[config.mk]
export PLATFORM = sky130hd
export DESIGN_NAME = alu_mul_seq
export DESIGN_NICKNAME = d
export VERILOG_FILES = /design/src/rtl/alu_mul_seq.sv
export SDC_FILE = /design/constraint.sdc
export NUM_CORES = 1
export LEC_CHECK = 0
export CAP_MARGIN = 15
export CORE_MARGIN = 5
export CORE_UTILIZATION = 28
export DETAILED_ROUTE_END_ITERATION = 12
export DONT_BUFFER_PORTS = 1
export PLACE_DENSITY = 0.53
export SYNTH_ARGS = -nofsm -noshare
export SYNTH_HDL_FRONTEND = slang
export SYNTH_SLANG_ARGS = --single-unit
[constraint.sdc]
create_clock -name clk -period 8.2 [get_ports clk]
set_input_delay 1.64 -clock clk [delete_from_list [all_inputs] [get_ports clk]]
set_output_delay 1.64 -clock clk [all_outputs]
set_load 0.02 [all_outputs]
[src/rtl/alu_mul_seq.sv]
// Shift-add unsigned multiplier that borrows the external ALU for one partial-product add per clock.
// Optional macro MUL_EARLY_EXIT_EN: stop iterating once the remaining multiplier bits are all zero.
module alu_mul_seq #(
    parameter int unsigned WIDTH  = 16,
    parameter logic [2:0]  OP_ADD = 3'b010
) (
    input  logic                 clk,
    input  logic                 rst,
    input  logic                 start,
    input  logic [WIDTH-1:0]     mcand,
    input  logic [WIDTH-1:0]     mplier,
    output logic                 busy,
    output logic                 done,
    output logic [2*WIDTH-1:0]   product,
    output logic [WIDTH-1:0]     alu_a,
    output logic [WIDTH-1:0]     alu_b,
    output logic                 alu_cin,
    output logic                 alu_less,
    output logic [2:0]           alu_op,
    input  logic [WIDTH-1:0]     alu_result,
    input  logic                 alu_cout
);

    localparam int unsigned CW = $clog2(WIDTH + 1);

    typedef enum logic [1:0] {
        S_IDLE,
        S_RUN,
        S_DONE
    } state_t;

    state_t               r_state;
    state_t               w_next;
    logic [WIDTH-1:0]     r_hi;
    logic [WIDTH-1:0]     r_lo;
    logic [WIDTH-1:0]     r_mreg;
    logic [CW-1:0]        r_count;
    logic [2*WIDTH-1:0]   r_product;

    logic                 w_accept;
    logic [WIDTH:0]       w_sum;
    logic [2*WIDTH-1:0]   w_shifted;
    logic [CW-1:0]        w_count_nx;
    logic                 w_last;
    logic                 w_early;
    logic [2*WIDTH-1:0]   w_early_product;

    assign w_accept   = start && (r_state != S_RUN);
    // Carry-out of the add is kept as the bit shifted into the top of hi.
    assign w_sum      = r_lo[0] ? {alu_cout, alu_result} : {1'b0, r_hi};
    assign w_shifted  = {w_sum, r_lo[WIDTH-1:1]};
    assign w_count_nx = r_count + CW'(1);
    assign w_last     = (w_count_nx == CW'(WIDTH));

`ifdef MUL_EARLY_EXIT_EN
    logic [WIDTH-1:0]     w_live_mask;

    // Unconsumed multiplier bits sit in lo[WIDTH-1-count:0]; once they are zero only shifts remain.
    assign w_live_mask     = {WIDTH{1'b1}} >> r_count;
    assign w_early         = ((r_lo & w_live_mask) == '0);
    assign w_early_product = {r_hi, r_lo} >> (CW'(WIDTH) - r_count);
`else
    assign w_early         = 1'b0;
    assign w_early_product = '0;
`endif

    always_ff @(posedge clk or posedge rst) begin
        if (rst) begin
            r_state <= S_IDLE;
        end else begin
            r_state <= w_next;
        end
    end

    always_comb begin
        w_next = r_state;
        case (r_state)
            S_IDLE:  if (start) w_next = S_RUN;
            S_RUN:   if (w_early || w_last) w_next = S_DONE;
            S_DONE:  w_next = start ? S_RUN : S_IDLE;
            default: w_next = S_IDLE;
        endcase
    end

    always_comb begin
        busy = 1'b0;
        done = 1'b0;
        case (r_state)
            S_RUN:   busy = 1'b1;
            S_DONE:  done = 1'b1;
            default: ;
        endcase
    end

    always_ff @(posedge clk or posedge rst) begin
        if (rst) begin
            r_hi      <= '0;
            r_lo      <= '0;
            r_mreg    <= '0;
            r_count   <= '0;
            r_product <= '0;
        end else if (w_accept) begin
            r_mreg  <= mcand;
            r_hi    <= '0;
            r_lo    <= mplier;
            r_count <= '0;
        end else if (r_state == S_RUN) begin
            if (w_early) begin
                r_product <= w_early_product;
            end else begin
                {r_hi, r_lo} <= w_shifted;
                r_count      <= w_count_nx;
                if (w_last) begin
                    r_product <= w_shifted;
                end
            end
        end
    end

    assign product  = r_product;
    assign alu_a    = r_hi;
    assign alu_b    = r_mreg;
    assign alu_cin  = 1'b0;
    assign alu_less = 1'b0;
    assign alu_op   = OP_ADD;

endmodule
# Word level (Yosys, flattened, before mapping)
# Index checks and enable logic that the tools add are counted.
[word_totals]
ff_bits = 87
output_inout_bits = 71
elab_cells = 32
[classes]
addsub = 1
eq_ne = 6
mux = 13
n_bitwise = 1
n_reduce_logical = 5
[ops]
columns = ["operator", "count"]
rows = [
  ["16-bit 2-to-1 mux", 4],
  ["17-bit 2-to-1 mux", 1],
  ["5-bit 2-to-1 mux", 2],
  ["2-bit case mux with 3 select lines", 1],
  ["5-bit by 1-bit adder with 5-bit output, second input constant", 1],
  ["5-bit == test, second input constant", 1],
  ["2-bit 2-to-1 mux", 2],
  ["2-bit inequality test, second input constant", 2],
  ["1-bit 2-to-1 mux", 3],
  ["3-bit AND reduction", 1],
  ["2-bit by 1-bit == test with 1-bit output, second input constant", 1],
  ["2-bit == test, second input constant", 1],
  ["2-bit logical NOT", 1],
  ["2-bit by 1-bit inequality test with 1-bit output, second input constant", 1],
  ["2-bit AND reduction", 1],
  ["2-bit nonzero test", 1],
  ["1-bit logical AND", 1],
  ["1-bit inverter", 1],
]

# Longest topological paths before layout
[logic_depth]
ltp_word = 4
depth_mapped = 6

# Worst setup path before layout
# OpenSTA, ideal clock, no wires.
[synth_path]
path_type = "register to output"
startpoint = "register r_state[1]"
endpoint = "output busy"
t_arrival_ns = 1.128
setup_slack_ns = 5.432
path_stages_with_launch = 5
path_cell_list = "dfrtp_1 > nand2b_1 > buf_2 > clkinv_1 > clkbuf_1"
[synth_via]
elab_chain_cells = 2
[synth_rtl]
columns = ["item", "line_no", "rtl"]
rows = [
  ["start: declaration", "32", "state_t r_state;"],
  ["start signal: assignment", "71", "r_state <= w_next;"],
  ["2-bit by 1-bit == test with 1-bit output", "88", "case (r_state)"],
  ["1-bit 2-to-1 mux", "88", ""],
  ["end: declaration", "12", "output logic busy,"],
]
# Every way passes these cells.

# Final worst setup path
# Ends and elaborated chain as after synthesis.

==> impl_metrics.ini <==
[status]
status = finished, final reports clean

[clock_tree]
cts_setup_buffers = 0
cts_sinks = 87
clk_latency_ns = 0.34
cts-resized-gates = 0
clock-root-buffer = clkbuf_16
cts-htree-levels = 3
cts.path.max_buffers = 2
clk_pin_slew_ns = 0.07
postCtsHoldBufs = 0
tritoncts = yes
cts_inserted_buffers = 9

[die]
die_y_um = 127
die_w_um = 127
floorplan.initialDensity_pct = 28.7
core-area_um2 = 13300
rows = 42
io_pins = 123
die-area_um2 = 16100

[routing]
drt-total-wl_um = 8410
drc = 0
via_per_inst = 4.55
dr.pass1.iters = 4
num_vias = 2190
initialDrtViolationCount = 113
wl_per_cell_um = 17.5
ant_nets = 0

[layout]
drive_gt1_share_pct = 27.9
antenna_cells = 0
nNetsFinal = 353
areaGrowthSynthToFinish_pct = 11.3
seqCellArea_um2 = 2180
multi_input_area_um2 = 1520
nFillCells = 1330
fin_util_pct = 32.0
postLayoutCellArea_um2 = 4270

[global_route]
antenna_found_initial = 0
grt_max_degree = 54
grt_pass1_wl_um = 13400
grt_pass1_vias = 2324
grtUsageTotal_pct = 10.7
overflow = 0

[power_and_ir_drop]
p_seq_share_pct = 53.4
switching_share_pct = 40.1
ir_worst_vdd_v = 0.000218
switching_power_uw = 767
power.density_nw_per_um2 = 448
pwr-share-clk_pct = 22.1
comb_power_share_pct = 24.5
p_int_mw = 1.14
p_leak_nw = 1.93

[run]
maxCapViolCount = 0

[timing]
fin_skew_ns = 0.00639
slew_headroom_pct = 40.6
drv_slew = 0
worstMarginPinSlew_ns = 0.891
fmax_ghz = 0.297
fin_crit_sh_pct = 41.1
setup_viol = 0
rsz0062_at_grt = no
period_needed_ns = 3.37
hold_viol = 0
fin_tns_setup_ns = 0

[synthesis]
synthesis.area_um2 = 3830
ys_top_cells_by_area = dfrtp_1 (57%), mux2_4 (11%), mux2_2 (10%)
synthDistinctLibCells = 26
yosysSeqAreaShare_pct = 56.8
synth.avg_cell_area_um2 = 12.6
synth_warnings = 0
syn-instance-count = 305
ys_ff_latch = 87
synth_top_area_cell = dfrtp_1
synth_top_area_share_pct = 56.8

[worst_setup_path]
crit_type = reg -> out
r2r-end = product[9]
reg2regPathDepth = 5
cp-end-kind = output pin
crit_path_end = busy
cp_max_fo = 53
cp_data_required_time_ns = 6.56
r2r_start = r_count[0]
cp-startpoint = r_state[1]
arrival_ns = 1.73
reg2reg_slack_ns = 5.76
cp-start-kind = register

[placed_design]
dpl_cell_area_um2 = 3960
place_congestion = 0.701
numPortBuffers = 0
hpwl_um = 5720

[worst_hold_path]
hold_class = reg -> reg
## cell usage in the layout, fill, tap and decap left out, drive strengths merged
cell type	Yosys	final
o21ai	25	25
nor2	2	2
inv	2	5
clkbuf	7	11
clkinvlp	0	1
and4b	1	1
buf	15	3
bufinv	0	1
and2b	1	1
nand2	55	55
a21oi	1	1
dfrtp	87	87
ha	1	1
clkinv	2	2
a31oi	1	1
nand4	1	1
conb	2	5
mux2	63	63
mux2i	17	17
nand3	18	18
nand2b	1	1
xor2	1	1
nor2b	1	1
nor3	1	1
## Yosys cell counts
library cell	number
a21oi_2	1
a31oi_1	1
and2b_1	1
and4b_1	1
buf_1	2
buf_2	5
buf_4	5
buf_6	3
clkbuf_1	7
clkinv_1	2
conb_1	2
dfrtp_1	87
ha_1	1
inv_1	2
mux2_2	35
mux2_4	28
mux2i_1	17
nand2_1	55
nand2b_1	1
nand3_1	18
nand4_1	1
nor2_1	2
nor2b_1	1
nor3_4	1
o21ai_0	25
xor2_1	1
## worst min path at each step
stage                from    endpoint  slack, ns  cells past startpoint
3_5_place_dp   r_state[0]  r_state[0]       0.49                      1
6_report       r_count[4]  r_count[4]       0.50                      1
2_1_floorplan  r_count[4]  r_count[4]       0.46                      1
4_1_cts        r_count[4]  r_count[4]       0.50                      1
3_3_place_gp      r_lo[2]     r_lo[1]       0.48                      2
5_1_grt        r_count[4]  r_count[4]       0.54                      1
## worst max-delay path: stages, from the launching register on
cell,delay (ns)
dfrtp_1,0.37
nand2b_1,0.13
buf_4,0.22
inv_2,0.65
## state kept, by name (all words and copies together), names as in the netlist
signal	count
product	32
alu_a	16
alu_b	16
r_lo	16
r_count	5
r_state	2
## logic make-up after synthesis
kind of cell | synth area share, %
simple gates | 9.31
compound gates | 3.66
mux | 25.7
xor+xnor | 0.229
other cells | 0.196
flops | 56.8
buf+inv | 3.79
fa+ha+maj | 0.326
## power by group through the flow
stage	Sequential [mW]	Clock, mW	Combinational, mW
2_1_floorplan	0.956	0	0.431
3_3_place_gp	1.03	0	0.462
3_5_place_dp	1.04	0	0.478
4_1_cts	1.03	0.437	0.480
5_1_grt	1.05	0.456	0.540
6_report	1.02	0.422	0.468
## final cells by class
type / instances / area share (%)
Clock buffer: 11 / 5.69
Tap cell: 176 / 5.16
Inverter: 4 / 0.411
Multi-Input combinational cell: 195 / 35.7
Timing Repair Buffer: 3 / 0.528
Clock inverter: 5 / 1.50
Sequential cell: 87 / 51.0
## metrics by stage
step | cells | worst slack, ns | hold WS (ns) | total power, mW
global route | 481 | 4.61 | 0.537 | 2.05
floorplan | 308 | 4.31 | 0.459 | 1.39
detailed placement | 465 | 5.13 | 0.494 | 1.51
CTS | 481 | 4.75 | 0.503 | 1.95
global placement | 465 | 5.15 | 0.485 | 1.49
finish | 481 | 4.83 | 0.503 | 1.91
## layer usage
metal / routed length (um) / track usage [%] / vias up
met5: 0 / 0 / -
met4: 179 / 5.30 / 0
met3: 704 / 4.01 / 14
met2: 3780 / 15.6 / 83
met1: 3750 / 14.0 / 1067
li1: - / - / 1026
(Power assumes the default switching activity.)
==> RTL change 1 (config.mk and constraints unchanged) <==
Set the parameter `WIDTH` to 8 (it was 16).
--- a/src/rtl/alu_mul_seq.sv
+++ b/src/rtl/alu_mul_seq.sv
@@ -1,7 +1,7 @@
 // Shift-add unsigned multiplier that borrows the external ALU for one partial-product add per clock.
 // Optional macro MUL_EARLY_EXIT_EN: stop iterating once the remaining multiplier bits are all zero.
 module alu_mul_seq #(
-    parameter int unsigned WIDTH  = 16,
+    parameter int unsigned WIDTH  = 8,
     parameter logic [2:0]  OP_ADD = 3'b010
 ) (
     input  logic                 clk,
Interface: changed (6 resized); port bits go from 123 to 67. The function was not compared with the original's and may differ.
==> RTL change 1 against the original RTL <==
  * Core utilization fell by 1.6 points
  * Sequential cell count decreased by 41
  * Total power decreased by 53%
  * Routed wire length down 50%
  * Non-clock buffer count fell by 2
  * Largest cell class unchanged
  * Critical path type unchanged
  * Clock skew up 0.0026 ns
  * Final area fell by 49%
  * Worst setup slack improved by 0.18 ns
  * Sequential share of layout area up 1.7 points
  * Synthesized area decreased by 47%
  * Critical path depth is the same
  * Count of clock-buffer cells in the layout shrank 4
==> RTL change 1: results (changes against the original RTL) <==
- Place WS: 5.31 ns (was 5.13 ns)
- Top cells by instance count after synthesis: dfrtp_1 (46), mux2i_1 (22), mux2_2 (18), nand2_1 (16), o21ai_0 (16) (was dfrtp_1 (87), nand2_1 (55), mux2_2 (35), mux2_4 (28), o21ai_0 (25))
- Final hold slack: 0.513 ns (was 0.503 ns)
- Hpwl dp: 2.93 mm (was 5.72 mm)
- P_sw: 0.000384 W (was 0.000767 W)
- Worst Hold Launch: r_state[0] (was r_count[4])
- Switching Fraction: 42.6% (was 40.1%)
- R2R setup slack: 6.02 ns (was 5.76 ns)
- Clk_lat worst skew: 0.30 ns (was 0.34 ns)
- Mux cell area share after synthesis: 22.3% (was 25.7%)
- Post-Route WL: 4.20 mm (was 8.41 mm)
- Status: completed (unchanged)
- Clk_skew: 0.00904 ns (was 0.00639 ns)
- IR drop worst, VDD: 0.126 mV (was 0.218 mV)
- Leakage: 0.952 nW (was 1.93 nW)
- Data arrival, critical path: 1.55 ns (was 1.73 ns)
- Final nets: 195 (was 353)
- GRT Total Usage: 9.87% (was 10.7%)
- H-tree depth: 2 (was 3)
- CP max stage delay: 0.52 ns (was 0.65 ns)
- RR Endpoint: product[8] (was product[9])
- Compound-Gate Fraction of Synth Area: 6.28% (was 3.66%)
- Hold worst-path end: r_state[0] (was r_count[4])
- Worst slew margin: 26.0% (was 40.6%)
- Synth unique cells: 23 (was 26)
- Ranking of synthesized cells by area: dfrtp_1 (57%), mux2i_1 (11%), mux2_2 (10%) (was dfrtp_1 (57%), mux2_4 (11%), mux2_2 (10%))
- Iteration-0 DRC Markers: 61 (was 113)
- Seq pwr share: 58.3% (was 53.4%)
- Post-Place Cells: 258 (was 465)
- Mapped Cells: 169 (was 305)
- Max reg flops: 16 (was 32)
- Adder-Cell Fraction of Synth Area: 0.616% (was 0.326%)
- Largest net degree at the start of global routing: 47 (was 54)
- Register-to-Register Path Depth: 4 (was 5)
RTL change 1: worst max-delay path by stage:
stage | depth (start not counted) | endpoint | slack (ns)
after floorplan | 1 | alu_a[0] | 5.47
after detailed placement | 3 | busy | 5.31
after CTS | 3 | busy | 4.97
after global placement | 3 | busy | 5.34
final | 3 | busy | 5.01
after global routing | 3 | busy | 4.86
RTL change 1: layout make-up:
type / instances / area [um^2] / area share [%]
multi-input combinational: 102 / 769 / 35.3
inverter: 10 / 37.5 / 1.72
sequential: 46 / 1150 / 52.8
clock inverter: 1 / 5.00 / 0.229
clock buffer: 7 / 86.3 / 3.96
tap: 99 / 124 / 5.68
timing repair buffer: 1 / 7.51 / 0.344
RTL change 1: per-layer routing:
layer,global-route usage [%],share of wire [%],vias to the layer above
li1,-,-,558
met1,13.0,44,563
met2,13.6,45,36
met3,5.21,10,3
met4,3.61,0.95,0
met5,0,0,-
==> RTL change 2 (same settings) <==
Without the edit above. Register the inputs `start`, `mcand`, `mplier`, `alu_result` and `alu_cout` before use. The logic sees them one clock later.
--- a/src/rtl/alu_mul_seq.sv
+++ b/src/rtl/alu_mul_seq.sv
@@ -29,6 +29,20 @@
         S_DONE
     } state_t;
 
+    logic start_q;
+    logic [WIDTH-1:0] mcand_q;
+    logic [WIDTH-1:0] mplier_q;
+    logic [WIDTH-1:0] alu_result_q;
+    logic alu_cout_q;
+
+    always_ff @(posedge clk) begin
+        start_q      <= start;
+        mcand_q      <= mcand;
+        mplier_q     <= mplier;
+        alu_result_q <= alu_result;
+        alu_cout_q   <= alu_cout;
+    end
+
     state_t               r_state;
     state_t               w_next;
     logic [WIDTH-1:0]     r_hi;
@@ -45,9 +59,9 @@
     logic                 w_early;
     logic [2*WIDTH-1:0]   w_early_product;
 
-    assign w_accept   = start && (r_state != S_RUN);
+    assign w_accept   = start_q && (r_state != S_RUN);
     // Carry-out of the add is kept as the bit shifted into the top of hi.
-    assign w_sum      = r_lo[0] ? {alu_cout, alu_result} : {1'b0, r_hi};
+    assign w_sum      = r_lo[0] ? {alu_cout_q, alu_result_q} : {1'b0, r_hi};
     assign w_shifted  = {w_sum, r_lo[WIDTH-1:1]};
     assign w_count_nx = r_count + CW'(1);
     assign w_last     = (w_count_nx == CW'(WIDTH));
@@ -75,9 +89,9 @@
     always_comb begin
         w_next = r_state;
         case (r_state)
-            S_IDLE:  if (start) w_next = S_RUN;
+            S_IDLE:  if (start_q) w_next = S_RUN;
             S_RUN:   if (w_early || w_last) w_next = S_DONE;
-            S_DONE:  w_next = start ? S_RUN : S_IDLE;
+            S_DONE:  w_next = start_q ? S_RUN : S_IDLE;
             default: w_next = S_IDLE;
         endcase
     end
@@ -100,9 +114,9 @@
             r_count   <= '0;
             r_product <= '0;
         end else if (w_accept) begin
-            r_mreg  <= mcand;
+            r_mreg  <= mcand_q;
             r_hi    <= '0;
-            r_lo    <= mplier;
+            r_lo    <= mplier_q;
             r_count <= '0;
         end else if (r_state == S_RUN) begin
             if (w_early) begin
Check against the original RTL: not equivalent (a bounded check fails within 4 cycles, from zero or initial values and one cycle with rst high).
==> RTL change 2 against the original RTL <==
  * Count of clock-buffer cells in the layout rose by 8
  * Total power rose by 24%
  * Clock power up 90%
  * First-iteration DRC count is 9.7% higher
  * Sequential cell count rose by 50
  * Routed wire length rose by 19%
  * Largest cell class unchanged
  * Combinational power shrank 18%
  * Largest power group unchanged
  * Final area rose by 30%
  * Worst setup slack got worse by 0.063 ns
  * Synthesized area increased by 23%
==> RTL change 2: results (changes against the original RTL) <==
- Iteration-0 DRC Markers: 124 (was 113)
- Leakage: 2.42 nW (was 1.93 nW)
- Ranking of synthesized cells by area: dfrtp_1 (46%), dfxtp_1 (21%), mux2i_1 (10%) (was dfrtp_1 (57%), mux2_4 (11%), mux2_2 (10%))
- Area occupied by multi-input gates: 1340 um^2 (was 1520 um^2)
- Post-Synth XOR/XNOR Area: 0.186% (was 0.229%)
- GRT Total Usage: 10.6% (was 10.7%)
- GR Util met1: 12.8% (was 14.0%)
- Sequential fraction of the synthesis area: 67.6% (was 56.8%)
- Compound-Gate Fraction of Synth Area: 4.65% (was 3.66%)
- Adder-Cell Fraction of Synth Area: 0.266% (was 0.326%)
- CP delay by family, top: simple AND/OR/NAND/NOR gates (was buffers and inverters)
- R2r startpoint: r_state[1] (was r_count[0])
- Place WS: 5.15 ns (was 5.13 ns)
- Initial antenna violation count: 1 (was 0)
- Wire length per cell: 16.9 um (was 17.5 um)
- Register area: 3180 um^2 (was 2180 um^2)
- Layout cells sized above 1: 16.1% (was 27.9%)
- Routed met2 length: 4.66 mm (was 3.78 mm)
- Filler cell count: 1625 (was 1330)
- Least-Margin Pin Slew: 0.960 ns (was 0.891 ns)
- NonClk Buf Share: 0.679% (was 0.528%)
- Crit-path slowest cell: nand2b_2 (was inv_2)
- Mux cell area share after synthesis: 17.9% (was 25.7%)
- Non-clk bufs: 5 (was 3)
- H-tree depth: 4 (was 3)
- Sequential cell count: 137 (was 87)
- Top cells by instance count after synthesis: dfrtp_1 (87), dfxtp_1 (50), mux2i_1 (47), o21ai_0 (39), nand2_1 (25) (was dfrtp_1 (87), nand2_1 (55), mux2_2 (35), mux2_4 (28), o21ai_0 (25))
- Largest net degree at the start of global routing: 58 (was 54)
- GP Congestion: 0.674 (was 0.701)
- Final nets: 413 (was 353)
- Status: completed (unchanged)
- Die X: 140 um (was 127 um)
- Fmax: 0.291 GHz (was 0.297 GHz)
- Clk_lat worst skew: 0.40 ns (was 0.34 ns)
- Met2 usage: 16.0% (was 15.6%)
- Highest metal used: met5 (was met4)
- Inverters: 20 (was 4)
- IR drop worst, VDD: 0.168 mV (was 0.218 mV)
- Multi-input gates: 179 (was 195)
- M3 GR Usage: 6.48% (was 4.01%)
- Layout clock area frac: 11.2% (was 7.19%)
- Data arrival, critical path: 1.80 ns (was 1.73 ns)
## RTL change 2: cell count changes in the layout (fill, tap and decap cells not counted), sizes merged, moves of 2 or more
| cell | before | now |
|---|---|---|
| mux2i | 17 | 47 |
| bufinv | 1 | 4 |
| buf | 3 | 5 |
| dfxtp | 0 | 50 |
| nand2 | 55 | 25 |
| clkinvlp | 1 | 3 |
| inv | 5 | 18 |
| clkbuf | 11 | 19 |
| mux2 | 63 | 33 |
| clkinv | 2 | 8 |
| o21ai | 25 | 39 |
## RTL change 2: worst min-delay path by stage
stage                      to  slack [ns]  cells after the start
CTS                  alu_b[4]        0.46                      1
global placement     alu_b[8]        0.44                      1
detailed placement   alu_b[2]        0.45                      1
floorplan           alu_b[10]        0.44                      1
finish               alu_b[4]        0.46                      1
global route        alu_b[10]        0.47                      1
## RTL change 2: report_power, final
part,leakage [nW],switching (W),internal (W)
Sequential,1.54,0.000313,0.000864
Clock,0.299,0.000287,0.000515
Combinational,0.583,0.000217,0.000166
Total,2.42,0.000818,0.00155
